<file path="src/rtl/cpu_types_pkg.sv">
// Shared CPU types: instruction word, icache address decode and FSM state.
package cpu_types_pkg;

  typedef logic [31:0] word_t;

  // Default geometry: 16 frames of one word each.
  localparam int IIDX_W = 4;
  localparam int ITAG_W = 32 - IIDX_W - 2;

  typedef struct packed {
    logic [ITAG_W-1:0] tag;
    logic [IIDX_W-1:0] idx;
    logic [1:0]        bytoff;
  } icachef_t;

  typedef enum logic {
    IDLE  = 1'b0,
    FETCH = 1'b1
  } icache_state_t;

endpackage

</file>
<file path="src/rtl/icache.sv">
// Direct-mapped, one-word-per-frame instruction cache with a single
// outstanding fill. Hits return data in the same cycle.
module icache
  import cpu_types_pkg::*;
#(
  parameter int SETS = 16
) (
  input  logic  CLK,
  input  logic  RST,
  input  logic  imemREN,
  input  word_t imemaddr,
  output logic  ihit,
  output word_t imemload,
  output logic  iREN,
  output word_t iaddr,
  input  logic  iwait,
  input  word_t iload
);

  localparam int IW = $clog2(SETS);
  localparam int TW = 30 - IW;

  icache_state_t state_q, state_d;
  word_t         miss_q, miss_d;

  logic [SETS-1:0] valid_q;
  logic [TW-1:0]   tag_q  [SETS];
  word_t           data_q [SETS];

  // Request decode; byte offset is irrelevant for a word-wide fetch.
  logic [IW-1:0] req_idx;
  logic [TW-1:0] req_tag;
  icachef_t      unused_req_f;
  assign req_idx      = imemaddr[IW+1:2];
  assign req_tag      = imemaddr[31:IW+2];
  assign unused_req_f = imemaddr;

  logic [IW-1:0] miss_idx;
  logic [TW-1:0] miss_tag;
  assign miss_idx = miss_q[IW+1:2];
  assign miss_tag = miss_q[31:IW+2];

  logic lookup_hit, fill;
  assign lookup_hit = valid_q[req_idx] && (tag_q[req_idx] == req_tag);
  // Reset wins over a completing fill.
  assign fill       = (state_q == FETCH) && !iwait && !RST;

  // State, miss address and valid bits: the only state needing reset.
  always_ff @(posedge CLK) begin
    if (RST) begin
      state_q <= IDLE;
      miss_q  <= '0;
      valid_q <= '0;
    end else begin
      state_q <= state_d;
      miss_q  <= miss_d;
      if (fill) valid_q[miss_idx] <= 1'b1;
    end
  end

  // Tag and data arrays are only meaningful under a set valid bit.
  always_ff @(posedge CLK) begin
    if (fill) begin
      tag_q[miss_idx]  <= miss_tag;
      data_q[miss_idx] <= iload;
    end
  end

  // Next state; the miss address is captured once and held through FETCH
  // so a redirect of imemaddr cannot corrupt the outstanding fill.
  always_comb begin
    state_d = state_q;
    miss_d  = miss_q;
    case (state_q)
      IDLE: if (imemREN && !lookup_hit) begin
        state_d = FETCH;
        miss_d  = {imemaddr[31:2], 2'b00};
      end
      FETCH: if (!iwait) state_d = IDLE;
      default: state_d = IDLE;
    endcase
  end

  // Outputs: hit path only in IDLE, memory request only in FETCH.
  always_comb begin
    ihit     = 1'b0;
    imemload = '0;
    iREN     = 1'b0;
    iaddr    = '0;
    case (state_q)
      IDLE: if (imemREN && lookup_hit) begin
        ihit     = 1'b1;
        imemload = data_q[req_idx];
      end
      FETCH: begin
        iREN  = 1'b1;
        iaddr = miss_q;
      end
      default: ;
    endcase
  end

endmodule

</file>
<file path="config.mk">
export PLATFORM = sky130hd
export DESIGN_NAME = icache
export DESIGN_NICKNAME = d
export VERILOG_FILES = /design/src/rtl/cpu_types_pkg.sv /design/src/rtl/icache.sv
export SDC_FILE = /design/constraint.sdc
export NUM_CORES = 1
export LEC_CHECK = 0
export CAP_MARGIN = 20
export CORE_MARGIN = 2
export CORE_UTILIZATION = 30
export CTS_CLUSTER_DIAMETER = 30
export DETAILED_ROUTE_END_ITERATION = 6
export SYNTH_ARGS = -nofsm -noshare
export SYNTH_HDL_FRONTEND = slang
export SYNTH_SLANG_ARGS = --single-unit
</file>
<file path="constraint.sdc">
create_clock -name CLK -period 6.28 [get_ports CLK]
set_input_delay 1.256 -clock CLK [delete_from_list [all_inputs] [get_ports CLK]]
set_output_delay 1.256 -clock CLK [all_outputs]
set_load 0.02 [all_outputs]
</file>
==> metrics.txt, run 1 <==
starting density of the core=30.3%; Sink Count=975; Die Width=363 um; setup tns final=0 ns; Routed met2 length=44,000 um; CP peak stage delay=0.63 ns; clk buf depth=3; WL final=95,400 um; final setup violation count=0; row cnt=131; total track usage=14.4%; Power Density=344 nW/um^2; Buffers on Ports=129; Max Cap Viol=0; first-pass GRT wire length=139,000 um; grt ovf=0; DR top layer=met5; clk root buf=clkbuf_16; worst path cell trace=buf_4 > buf_4 > mux2i_1 > xor2_1 > or4b_1 > nor4_1 > nand4bb_2 > buf_12 > buf_12 > nor2b_1 > clkdlybuf4s50_1; Routability Congestion=0.740; Slew headroom=28.9%; Slowest-stage cell, CP=clkdlybuf4s50_1; Slew Limit Fails=0; most frequent cells in the layout=928 x edfxtp_1, 253 x mux4_2, 152 x clkbuf_16, 122 x clkdlybuf4s50_1, 72 x buf_4; initial antenna violation count=4; top-area cell type share of the netlist area=72.1%; CP endpoint kind=primary output; VDD IR-drop max=0.000226 V; ranking of synthesized cells by area=edfxtp_1 72%, mux4_2 15%, dfxtp_1 2.4%, mux2i_1 1.7%, nor2b_1 0.73%; die area=132,000 sq um; Fill cells=11,500; CTS Buf Count=149; Critical Path RT=5.02 ns; commonest non-fill, non-tap cell in the layout=edfxtp_1; CTS tree=yes; status=finished, final reports clean; setup skew after layout=0.0222 ns; core area=128,000 sq um; overall die height=363 um; share of cells above drive strength 1=28.2%; WS Path Type=input port to primary output; routed vias/inst=5.13; DRC viols=0; Ports=134; Mapped Avg Cell Area=21.0 sq um; R2R setup slack=2.51 ns; final worst path period share=98.4%; clk_lat worst skew=0.74 ns; vias in the first global route=20,754; largest net degree at the start of global routing=62; DR pass1 iterations=7; hold crit path type=flop to flop; Reg clk slew, reported paths=0.05 ns; Place WS=0.00769 ns; Post-synth EDFFs=928; vias after detailed routing=19,916; Max Fanout on Critical Path=32; FF-to-FF End=miss_q[30]; measured slew at the worst slew-check pin=1.06 ns; Layout area overhead=23.2%; Seq cells post-synth=975; Final ANT Viol Nets=0; Avg WL per Cell=24.6 um; synthesized area=38,600 sq um; fin crit period=6.18 ns; met1 WL=42,500 um; leakage=15.1 nW; worst r2r src=tag_q[13][5]; maximum clock frequency=162 MHz; Hold Fails Final Rpt=0; Detailed Route Iter0 Violations=1,984; final net count=2,161; Setup crit end=imemload[14]; Synth area leader=edfxtp_1; H-tree lvl count=4; wire length on met3=6990 um; setup ws final=0.102 ns; Syn. warnings=0; top_reg_cell synth=edfxtp_1; reg2reg path depth=9; Final HPWL DP=51,800 um; Yosys cell types=61; cell count after synthesis=1,841; crit path launch type=input port; crit path from=imemaddr[5]; sequential area share after synthesis=74.6%; Arr. time, crit path=4.92 ns; Synth async-reset ratio=0%; RSZ-0062 raised after global routing=false
where the power goes:
part	total (mW)	internal [mW]	leakage [nW]	switching [mW]
clock network	8.34	5.26	2.46	3.08
logic	0.695	0.327	3.81	0.368
registers	7.33	7.21	8.83	0.118
area by class of cell:
type,instances,area (sq um),share of cell area (%)
Timing Repair Buffer,217,2180,4.59
Clock inverter,102,1260,2.66
Multi-Input combinational cell,747,9340,19.6
Inverter,3,11.3,0.0237
Sequential cell,975,28800,60.5
Tap cell,1662,2080,4.37
Clock buffer,169,3880,8.15
Antenna cell,4,10.0,0.0210
sequential cells by signal, summed over array words and instances, names as in the netlist:
register / flops
tag_q: 416
state_q: 1
valid_q: 16
miss_q: 30
data_q: 512
cell usage after synthesis (all sizes together), types with 2 or more instances:
cell type	number
a211o	2
a211oi	4
a21oi	3
a221oi	3
a22o	4
a22oi	2
a32oi	30
and2	31
buf	62
clkbuf	55
dfxtp	47
edfxtp	928
inv	2
mux2	7
mux2i	65
mux4	257
nand2	43
nand2b	13
nand3	7
nand3b	3
nand4	5
nand4b	2
nor2	54
nor2b	45
nor3	7
nor3b	32
nor4	2
nor4b	3
o211ai	2
o21ai	35
o22ai	3
o311ai	30
or2	2
xnor2	28
xor2	7
worst max-delay path: cells and delay by family:
family	cells	cell delay (ns)
xor+xnor	1	0.19
buf+inv	5	1.73
mux	1	0.43
simple gates	4	1.24
what timing repair did:
action | in CTS | in global routing
hold buffers | 0 | 0
buffers inserted | 0 | 0
setup endpoints to repair | 0 | 26
resized for setup | 0 | 1
cells by family (layout without fill, tap and decap cells):
family | count (synthesis) | in the layout | share of synthesized area (%)
buf+inv | 120 | 491 | 1.57
simple gates | 254 | 254 | 3.63
other cells | 1 | 6 | 0.00971
compound gates | 127 | 127 | 2.49
mux | 329 | 329 | 16.9
flops | 975 | 975 | 74.6
xor+xnor | 35 | 35 | 0.794
worst min path at each step:
stage | startpoint | to | slack (ns) | cells past startpoint
global placement | valid_q[4] | valid_q[4] | 0.44 | 2
floorplan | valid_q[14] | valid_q[14] | 0.43 | 2
CTS | valid_q[15] | valid_q[15] | 0.47 | 2
global route | valid_q[6] | valid_q[6] | 0.49 | 2
detailed placement | valid_q[4] | valid_q[4] | 0.46 | 2
finish | valid_q[8] | valid_q[8] | 0.47 | 2
stage by stage:
step	hold slack (ns)	instances	util (%)	area (sq um)	total power, mW
floorplan	0.435	1842	-	38600	7.85
global placement	0.445	3603	33.2	42400	8.13
detailed placement	0.462	3604	33.2	42400	8.16
CTS	0.475	3875	37.3	47600	16.5
global route	0.495	3875	37.3	47600	16.9
finish	0.473	3879	37.3	47600	16.4
routing by layer:
| layer | up-vias | track usage, % |
|---|---|---|
| li1 | 8265 | - |
| met1 | 10733 | 21.0 |
| met2 | 765 | 21.8 |
| met3 | 149 | 3.04 |
| met4 | 4 | 4.14 |
| met5 | - | 0 |
Power figures use the tool's default switching activity.
==> run 2: changes to the inputs <==
--- a/config.mk
+++ b/config.mk
@@ -6,7 +6,7 @@
 export NUM_CORES = 1
 export LEC_CHECK = 0
 export CAP_MARGIN = 20
-export CORE_MARGIN = 2
+export CORE_MARGIN = 3
 export CORE_UTILIZATION = 30
 export CTS_CLUSTER_DIAMETER = 30
 export DETAILED_ROUTE_END_ITERATION = 6
==> metrics.txt, run 2 (synthesized netlist as in run 1, its figures left out) <==
status=finished, final reports clean (unchanged); first-pass GRT wire length=139,000 um (about the same); reg2reg path depth=8 (was 9); most frequent cells in the layout=928 x edfxtp_1, 253 x mux4_2, 153 x clkbuf_16, 119 x clkdlybuf4s50_1, 71 x buf_4 (was 928 x edfxtp_1, 253 x mux4_2, 152 x clkbuf_16, 122 x clkdlybuf4s50_1, 72 x buf_4); setup tns final=0 ns (unchanged); Layout area overhead=23.8% (was 23.2%); largest net degree at the start of global routing=113 (was 62); clk root buf=clkbuf_16 (unchanged); hold buffer count at CTS=0 (unchanged); met1 WL=42,500 um (about the same); grt ovf=0 (unchanged); core area=128,000 sq um (unchanged); final instance area=47,800 sq um (was 47,600 sq um); leakage=15.3 nW (was 15.1 nW); setup skew after layout=0.0299 ns (was 0.0222 ns); wire length on met3=7520 um (was 6990 um); VDD IR-drop max=0.000217 V (was 0.000226 V); WL final=94,900 um (was 95,400 um); DR pass1 iterations=5 (was 7); Ports=134 (unchanged); measured slew at the worst slew-check pin=1.07 ns (was 1.06 ns); most flop-heavy register=data_q (unchanged); clk_lat worst skew=0.72 ns (was 0.74 ns); crit path launch type=input port (unchanged); Slew headroom=28.5% (was 28.9%); Routability Congestion=0.796 (was 0.740); DP Area=42,600 sq um (was 42,400 sq um); H-tree lvl count=4 (unchanged); Die Width=365 um (was 363 um); CTS tree=yes (unchanged); Slew Limit Fails=0 (unchanged); Avg WL per Cell=24.4 um (was 24.6 um); initial antenna violation count=7 (was 4); Hold Path Depth=2 (unchanged); Power Density=344 nW/um^2 (about the same); R2R setup slack=2.86 ns (was 2.51 ns); Hold Fails Final Rpt=0 (unchanged); overall die height=365 um (was 363 um); WS Path Type=input port to primary output (unchanged); total track usage=14.2% (was 14.4%); CTS Buf Count=147 (was 149); Critical Path RT=5.02 ns (about the same); setup bufs post-CTS=0 (unchanged); routed vias/inst=5.09 (was 5.13); Routed met2 length=43,400 um (was 44,000 um); final setup violation count=0 (unchanged); Max Fanout on Critical Path=17 (was 32); fin crit period=6.15 ns (was 6.18 ns); Buffers on Ports=129 (unchanged); CP endpoint kind=primary output (unchanged); vias after detailed routing=19,793 (was 19,916); final worst path period share=98.0% (was 98.4%); Sink Count=975 (unchanged); HP Start=valid_q[6] (was valid_q[8]); Final HPWL DP=52,500 um (was 51,800 um); share of cells above drive strength 1=28.1% (was 28.2%); die area=133,000 sq um (was 132,000 sq um); Max Cap Viol=0 (unchanged); starting density of the core=30.3% (unchanged); Core Util, Final=37.5% (was 37.3%); worst r2r src=tag_q[12][16] (was tag_q[13][5]); biggest regs=data_q (512), tag_q (416), miss_q (30) (unchanged); DRC viols=0 (unchanged); Detailed Route Iter0 Violations=1,949 (was 1,984); Arr. time, crit path=4.90 ns (was 4.92 ns); Fill cells=11,404 (was 11,500); maximum clock frequency=163 MHz (was 162 MHz); Reg clk slew, reported paths=0.05 ns (about the same); vias in the first global route=20,336 (was 20,754); clk buf depth=3 (unchanged); final net count=2,168 (was 2,161); Final ANT Viol Nets=0 (unchanged); DR top layer=met5 (unchanged); number of flip-flops in the largest register=512 (unchanged); WHS Endpoint=valid_q[6] (was valid_q[8]); FF-to-FF End=miss_q[22] (was miss_q[30]); post-CTS resize count=0 (unchanged); hold crit path type=flop to flop (unchanged); commonest non-fill, non-tap cell in the layout=edfxtp_1 (unchanged); row cnt=131 (unchanged)
[run 2: cell types whose count changed in the layout (fill, tap and decap cells not counted), sizes merged]
cell           delta
buf               +8
bufinv            +5
clkbuf            +7
clkdlybuf4s50     -3
clkinv            +2
clkinvlp          -8
diode             -1
dlymetal6s2s      +4
inv               -8
[run 2: worst max-delay path by stage]
stage / from / end / slack (ns) / cells past startpoint
after floorplan: iwait / data_q[4][0] / 0.02 / 3
after global placement: imemaddr[2] / imemload[1] / 0.05 / 13
after detailed placement: imemaddr[2] / imemload[20] / 0.05 / 13
after CTS: imemaddr[2] / imemload[20] / 0.01 / 13
after global routing: imemaddr[2] / imemload[14] / -0.01 / 13
final: imemaddr[2] / imemload[6] / 0.13 / 12
[run 2: critical path, stage by stage]
cell and delay (ns):
buf_12 0.19, buf_12 0.22, mux4_2 0.54, xnor2_1 0.19, a21oi_1 0.13, nor2_2 0.18
or4b_1 0.51, nor4_2 0.31, nand4bb_2 0.18, buf_12 0.20, nor2b_1 0.26, clkdlybuf4s50_1 0.68
[run 2: cell type report]
class,count,area (sq um),area share [%]
sequential,975,28800,60.2
timing repair buffer,226,2380,4.99
tap,1662,2080,4.35
clock buffer,176,3930,8.21
inverter,3,11.3,0.0235
multi-input combinational,747,9360,19.6
antenna,3,7.51,0.0157
clock inverter,93,1250,2.62
[run 2: report_power, final]
group	internal, mW	total [mW]	switching, mW
clock network	5.46	8.40	2.94
logic	0.339	0.715	0.376
registers	7.21	7.33	0.114
[run 2: metrics by stage]
step	power, mW	worst slack, ns	hold slack (ns)	cells
6_report	16.4	0.128	0.467	3885
5_1_grt	17.0	-0.0114	0.500	3883
4_1_cts	16.6	0.00988	0.465	3880
2_1_floorplan	7.85	0.0249	0.435	1842
3_5_place_dp	8.17	0.0468	0.453	3611
3_3_place_gp	8.14	0.0532	0.444	3609
[run 2: routing by layer]
layer  GRT usage (%)  up-vias
met2            21.5      796
met3            3.41      126
met5               0        -
li1                -     8282
met1            20.6    10583
met4            3.64        6
